--- config.mk ---
export PLATFORM = sky130hd
export DESIGN_NAME = rotating_sqr_ctrl
export DESIGN_NICKNAME = d
export VERILOG_FILES = /design/src/rtl/rotating_sqr_ctrl.sv
export SDC_FILE = /design/constraint.sdc
export NUM_CORES = 1
export LEC_CHECK = 0
export ABC_AREA = 1
export CAP_MARGIN = 40
export CORE_UTILIZATION = 35
export DETAILED_ROUTE_END_ITERATION = 10
export DONT_BUFFER_PORTS = 1
export PLACE_DENSITY = 0.49
export SLEW_MARGIN = 20
export SYNTH_ARGS = -nofsm -noshare
export SYNTH_HDL_FRONTEND = slang
export SYNTH_SLANG_ARGS = --single-unit
--- constraint.sdc ---
create_clock -name clk -period 2.2 [get_ports clk]
set_input_delay 0.11 -clock clk [delete_from_list [all_inputs] [get_ports clk]]
set_output_delay 0.11 -clock clk [all_outputs]
set_load 0.1 [all_outputs]
--- src/rtl/rotating_sqr_ctrl.sv ---
// Purpose: rotating-square sequencer; step timer, 16-position tracker, 8-digit display scan.
// Latency: seg_sel/seg_led are registered, one cycle behind digit index and position.
// Backpressure: none; en pauses rotation only, the scan always runs.
module rotating_sqr_ctrl #(
    parameter int STEP_DIV = 50_000_000,
    parameter int SCAN_DIV = 50_000
) (
    input  logic       clk,
    input  logic       rst,
    input  logic       en,
    input  logic       rot,
    output logic       step_tick,
    output logic [3:0] pos,
    output logic [7:0] seg_sel,
    output logic [7:0] seg_led
);

    // Counter widths; both dividers are at least 2 so $clog2 is never 0.
    localparam int SW = $clog2(STEP_DIV);
    localparam int CW = $clog2(SCAN_DIV);

    localparam logic [SW-1:0] STEP_LAST = SW'(STEP_DIV - 1);
    localparam logic [CW-1:0] SCAN_LAST = CW'(SCAN_DIV - 1);

    // Active-low segment patterns {dp,g,f,e,d,c,b,a}; dp never lit.
    localparam logic [7:0] PAT_UPPER = 8'h9C;   // a,b,f,g
    localparam logic [7:0] PAT_LOWER = 8'hA3;   // c,d,e,g
    localparam logic [7:0] PAT_BLANK = 8'hFF;

    logic [SW-1:0] step_cnt_q, step_cnt_d;
    logic [3:0]    pos_q, pos_d;
    logic          step_tick_q, step_tick_d;
    logic [CW-1:0] scan_cnt_q, scan_cnt_d;
    logic [2:0]    dig_q, dig_d;
    logic [7:0]    seg_sel_q, seg_sel_d;
    logic [7:0]    seg_led_q, seg_led_d;
    logic          step_fire;

    // Step timer: counts only while enabled, holds while paused; terminal count fires a step.
    always_comb begin
        step_cnt_d = step_cnt_q;
        step_fire  = 1'b0;
        if (en) begin
            if (step_cnt_q == STEP_LAST) begin
                step_cnt_d = '0;
                step_fire  = 1'b1;
            end else begin
                step_cnt_d = step_cnt_q + 1'b1;
            end
        end
    end

    // Position update: rot is only looked at on the step edge; 4-bit arithmetic wraps naturally.
    always_comb begin
        pos_d       = pos_q;
        step_tick_d = step_fire;
        if (step_fire) begin
            if (rot) begin
                pos_d = pos_q - 4'd1;
            end else begin
                pos_d = pos_q + 4'd1;
            end
        end
    end

    // Digit scan: free-running slot timer, digit index advances 0..7 and wraps.
    always_comb begin
        scan_cnt_d = scan_cnt_q + 1'b1;
        dig_d      = dig_q;
        if (scan_cnt_q == SCAN_LAST) begin
            scan_cnt_d = '0;
            dig_d      = dig_q + 3'd1;
        end
    end

    // Pattern decode from current digit and position; upper row on digit p,
    // lower row (p>=8) on digit 15-p, which is the inverted low three bits of p.
    always_comb begin
        seg_sel_d = ~(8'b1 << dig_q);
        seg_led_d = PAT_BLANK;
        if (!pos_q[3] && (dig_q == pos_q[2:0])) begin
            seg_led_d = PAT_UPPER;
        end else if (pos_q[3] && (dig_q == ~pos_q[2:0])) begin
            seg_led_d = PAT_LOWER;
        end
    end

    // State and output registers; every flop returns to its reset value at once on rst.
    always_ff @(posedge clk or posedge rst) begin
        if (rst) begin
            step_cnt_q  <= '0;
            pos_q       <= 4'd0;
            step_tick_q <= 1'b0;
            scan_cnt_q  <= '0;
            dig_q       <= 3'd0;
            seg_sel_q   <= 8'hFF;
            seg_led_q   <= 8'hFF;
        end else begin
            step_cnt_q  <= step_cnt_d;
            pos_q       <= pos_d;
            step_tick_q <= step_tick_d;
            scan_cnt_q  <= scan_cnt_d;
            dig_q       <= dig_d;
            seg_sel_q   <= seg_sel_d;
            seg_led_q   <= seg_led_d;
        end
    end

    assign step_tick = step_tick_q;
    assign pos       = pos_q;
    assign seg_sel   = seg_sel_q;
    assign seg_led   = seg_led_q;

endmodule

==> impl_metrics.yaml, run 1 <==
floorplan:
  die_w_um: 101
  num_rows: 35
  die_y_um: 101
  core_um2: 9420
  initial_core_util: 0.367
  io_pins: 25
  fp.dieArea_um2: 10300
layout:
  drive_gt1_frac: 0.148
  fin_nets: 469
  fin_cells: 587
  fin_util: 0.421
  fin_area_um2: 3960
  area_growth_syn_to_layout_pct: 14.9
  antenna_cells: 0
route:
  route.vias.total: 2683
  wirelength_mm: 7.19
  vias_per_cell: 4.57
  drc: 0
  wl_per_cell_um: 12.2
  drtAntennaViolNets: 0
  firstDrtPassIters: 4
  drt_iter0_drc: 98
cts:
  clkLatencyLatePin_ns: 0.34
  numCtsBuffers: 9
  clk_pin_slew_ns: 0.08
  max-clock-path-buffers: 2
  cts_tree: "done"
  cts-root-buf: "clkbuf_8"
  post_cts_buffers: 0
  htree_levels: 3
  cts_sinks: 61
sta:
  rsz0062_at_grt: "no"
  setup_viol: 0
  finalSetupTns_ns: 0
  slew_viol_final: 0
  finalHoldViolCount: 0
  fmax_ghz: 0.600
  layout_min_cycle_time_ns: 1.67
  fin_skew_ns: 0.00940
  period_share: 0.758
  fin_ws_ns: 0.533
  hold_ws_ns: 0.0272
synth:
  ys_types: 35
  syn_nets: 451
  avgSynthCellArea_um2: 7.93
  syn_inst: 435
  synth_edf_count: 0
  ys.flop_type: "dfrtp_1"
  yosysWarnings: 0
  async_reset_ff_frac: 1.00
  ys_ff_latch: 61
  ys_seq_area_frac: 0.446
  synth_area_um2: 3450
pwr:
  total_power_mw: 2.61
  peakVddDrop_mv: 0.290
  leakagePower_nw: 1.99
  power.density_nw_per_um2: 658
job:
  max_cap_violations: 0
global_route:
  antenna_found_initial: 0
  grt_overflow_total: 0
  grt_pass1_vias: 2534
  grt_max_degree: 38
  track_usage: 0.158
  grt_pass1_wl_mm: 12.3
critical_path:
  reg2reg_depth: 8
  startpoint_type: "register"
  reg2reg_to: "step_cnt_q[13]"
  cp_data_arrival_time_ns: 1.89
  setup.worst_path.end: "step_cnt_q[13]"
  reg2reg_slack_ns: 0.53
  critical_path_class: "register to register"
  critPathMaxFanout: 5
  timing.rr.start: "step_cnt_q[1]"
  crit_path_end_kind: "register"
  startpoint: "step_cnt_q[1]"
  required_ns: 2.43
placed_design:
  dpl.hpwl_mm: 5.44
  place_area_um2: 3700
  gp_congestion: 0.841
  dp_slack_ns: 0.581
  dp_cells: 568
  port_buffers: 0
worst_hold_path:
  hold_class: "input port to register"
status:
  status: "complete, no violations"
==> cell usage in the layout (no fill, tap or decap), types with 2 or more instances in the layout <==
cell type and n:
a21oi_1 4, a31oi_1 2, buf_12 4, buf_4 6
bufinv_16 2, clkbuf_8 9, clkinv_2 4, clkinvlp_4 2
dfrtp_1 50, dfstp_2 11, dlygate4sd3_1 2, ha_1 11
inv_1 68, inv_2 2, inv_6 2, nand2_1 87
nand2_2 6, nand3_1 42, nand4_1 5, nor2_1 66
nor2_2 7, nor2_4 3, nor3_1 10, nor3_2 3
o21ai_0 5, o21ai_1 3, xnor2_1 6, xor2_1 23
==> cells in the mapped netlist (5+ instances only) <==
cell	number	area (um2)
nand3_1	42	210
dfstp_2	11	289
nor3_1	10	50.1
xnor2_1	6	52.6
nand2_1	87	327
nor2_1	66	248
ha_1	11	138
o21ai_0	5	25.0
nand2_2	6	37.5
nor2_2	7	43.8
dfrtp_1	50	1250
xor2_1	23	201
inv_1	69	259
nand4_1	5	31.3
buf_4	5	37.5
==> where the power goes <==
group	switching [mW]	total [mW]	internal, mW	leakage [nW]
sequential	0.0757	1.26	1.18	0.720
clock	0.486	1.13	0.643	0.106
combinational	0.138	0.223	0.0844	1.16
total	0.700	2.61	1.91	1.99
==> critical path, stage by stage (launching register included) <==
cell	delay (ns)
dfrtp_1	0.40
ha_1	0.17
nand3_1	0.13
inv_1	0.12
nand2_2	0.08
nor2_1	0.16
nand4_2	0.27
clkinv_2	0.16
nor2_1	0.06
==> routing by layer <==
metal / track usage / routed length (um) / vias to the layer above
li1: - / - / 1379
met1: 0.223 / 3720 / 1248
met2: 0.233 / 3160 / 46
met3: 0.0304 / 218 / 10
met4: 0.0736 / 89 / 0
met5: 0 / 0 / -
==> kinds of logic after synthesis <==
kind of cell / share of synthesized area
and+or+nand+nor: 0.317
buffers and inverters: 0.0928
DFF: 0.446
xor gates and xnor gates: 0.0736
AOI/OAI and AO/OA: 0.0236
adders and majority gates: 0.0457
other: 0.00109
==> how the worst min path moves through the flow <==
stage | from | to | slack (ns) | cells past startpoint
floorplan | en | step_cnt_q[1] | 0.34 | 3
global placement | rst | scan_cnt_q[8] | 0.19 | 1
detailed placement | rst | scan_cnt_q[8] | 0.21 | 1
CTS | en | step_cnt_q[2] | 0.02 | 3
global route | en | step_cnt_q[2] | 0.04 | 3
finish | en | step_cnt_q[2] | 0.03 | 3
==> repair_timing <==
item | CTS | global route
endpoints found under the hold margin | 29 | 0
gates resized for setup | 0 | 0
hold buffers | 2 | 0
endpoints found under the setup margin | 0 | 0
==> final cells by class <==
class                      instances  area (um2)
timing repair buffer              13         173
tap                              129         161
sequential                        61        1540
inverter                          73         278
multi-input combinational        295        1590
fill                             971        5450
clock buffer                       9         124
clock inverter                     7        97.6
==> registers in the layout, summed over array words and instances (netlist names) <==
name,flops
dig_q,3
pos,4
scan_cnt_q,16
seg_led,3
seg_sel,8
step_cnt_q,26
step_tick,1
Power figures use the tool's default switching activity.
==> inputs of run 2 (changes only) <==
Clock period 2.2 ns to 1.7 ns, I/O delays scaled along.
==> impl_metrics.yaml, run 2 (synthesized netlist as in run 1, its figures left out) <==
worst_hold_path:
  hold_end: "step_cnt_q[2]"
  hold_class: "input port to register"
  hold_depth: 3
  min_from: "en"
floorplan:
  die_w_um: 101
  num_rows: 35
  initial_core_util: 0.367
  fp.dieArea_um2: 10300
  die_y_um: 101
  core_um2: 9420
  io_pins: 25
global_route:
  grtUsageMet3: 0.0338
  track_usage: 0.162
  grt_pass1_wl_mm: 12.7
  grt_busiest_layer: "met2"
  grt_overflow_total: 0
  grt_pass1_vias: 2673
  use_met2: 0.244
  grt_max_degree: 62
  use_met1: 0.229
  antenna_found_initial: 0
route:
  wl_per_cell_um: 12.6
  drc: 0
  drtAntennaViolNets: 0
  vias_per_cell: 4.60
  firstDrtPassIters: 4
  wirelength_mm: 7.44
  route.vias.total: 2711
  drt_iter0_drc: 102
layout:
  drive_gt1_frac: 0.167
  final_cell_mix: "nand2_1, inv_1, nor2_1, dfrtp_1, nand3_1"
  fill_cells: 971
  largest_register_ffs: 26
  ff_latch_area_um2: 1540
  antenna_cells: 0
  multi_input_area_um2: 1640
  fin_nets: 471
  regMostFlops: "step_cnt_q"
  mostFrequentLayoutCell: "nand2_1"
  area_growth_syn_to_layout_pct: 14.0
cts:
  numCtsBuffers: 9
  cts-root-buf: "clkbuf_8"
  cts_tree: "done"
  max-clock-path-buffers: 2
  cts_sinks: 61
  htree_levels: 3
  clk_pin_slew_ns: 0.07
  clkLatencyLatePin_ns: 0.34
pwr:
  power.density_nw_per_um2: 768
  leakagePower_nw: 1.99
  peakVddDrop_mv: 0.252
placed_design:
  dpl.hpwl_mm: 5.46
  port_buffers: 0
  dp_slack_ns: 0.0856
  gp_congestion: 0.837
sta:
  period_share: 0.931
  finalHoldViolCount: 0
  fin_ws_ns: 0.118
  layout_min_cycle_time_ns: 1.58
  fin_skew_ns: 0.0126
  setup_viol: 0
  rsz0062_at_grt: "no"
  slew_viol_final: 0
  hold_ws_ns: 0.0214
  fmax_ghz: 0.632
critical_path:
  startpoint_type: "register"
  path_delay_family: "simple AND/OR/NAND/NOR gates"
  cp_data_arrival_time_ns: 1.81
  reg2reg_depth: 8
  critical_path.max_stage_delay_ns: 0.40
  critical_path_class: "register to register"
  crit_path_end_kind: "register"
  reg2reg_slack_ns: 0.12
  required_ns: 1.92
  critPathMaxFanout: 5
  crit_slowest_cell: "dfrtp_1"
  critical_path_cell_count: 8
  crit_buf_inv: 2
  reg2reg_to: "step_cnt_q[7]"
  cp_cell_sequence: "ha_1, nand3_1, inv_1, nand2_2, nor2_2, nand4_4, inv_4, nor2_1"
  timing.rr.start: "step_cnt_q[1]"
status:
  status: "complete, no violations"
job:
  max_cap_violations: 0
-- run 2: worst max-delay path by stage --
stage / startpoint / end
floorplan: rst / pos[0]
global placement: scan_cnt_q[0] / dig_q[1]
detailed placement: scan_cnt_q[0] / dig_q[1]
CTS: scan_cnt_q[0] / dig_q[1]
global route: step_cnt_q[1] / step_cnt_q[7]
finish: step_cnt_q[1] / step_cnt_q[7]
-- run 2: metal layers --
layer  part of all wire  vias to the layer above
met3              0.040                       11
met1               0.50                     1280
li1                   -                     1378
met4              0.015                        0
met2               0.44                       42
met5                  0                        -
-- run 2: worst register-to-register path, stage by stage, from the launching register on --
cell and delay [ns]:
dfrtp_1 0.40, ha_1 0.17, nand3_1 0.16, inv_1 0.13, nand2_2 0.08, nor2_2 0.17, nand4_4 0.19, inv_4 0.13
nor2_1 0.05
-- run 2: cell type report --
class / count / share of cell area
Clock inverter: 5 / 0.00700
Timing Repair Buffer: 15 / 0.0394
Tap cell: 129 / 0.0410
Inverter: 73 / 0.0712
Multi-Input combinational cell: 295 / 0.416
Sequential cell: 61 / 0.392
Clock buffer: 11 / 0.0334
-- run 2: where the power goes --
| group | switching [mW] | internal, mW |
|---|---|---|
| combinational | 0.185 | 0.106 |
| clock | 0.578 | 0.519 |
| sequential | 0.106 | 1.53 |
-- run 2: metrics by stage --
stage / util / power, mW / cells / instance area [um2] / setup TNS [ns]
floorplan: - / 1.86 / 435 / 3450 / -0.0380
global placement: 0.391 / 1.94 / 568 / 3690 / 0
detailed placement: 0.391 / 1.94 / 568 / 3690 / 0
CTS: 0.410 / 3.06 / 586 / 3860 / 0
global route: 0.418 / 3.18 / 589 / 3940 / 0
finish: 0.418 / 3.02 / 589 / 3940 / 0
-- run 2: timing repair --
action	in CTS	in global routing
setup endpoints to repair	0	23
hold buffers	2	0
resized for setup	0	12
buffers inserted	0	3
hold endpoints to repair	65	0
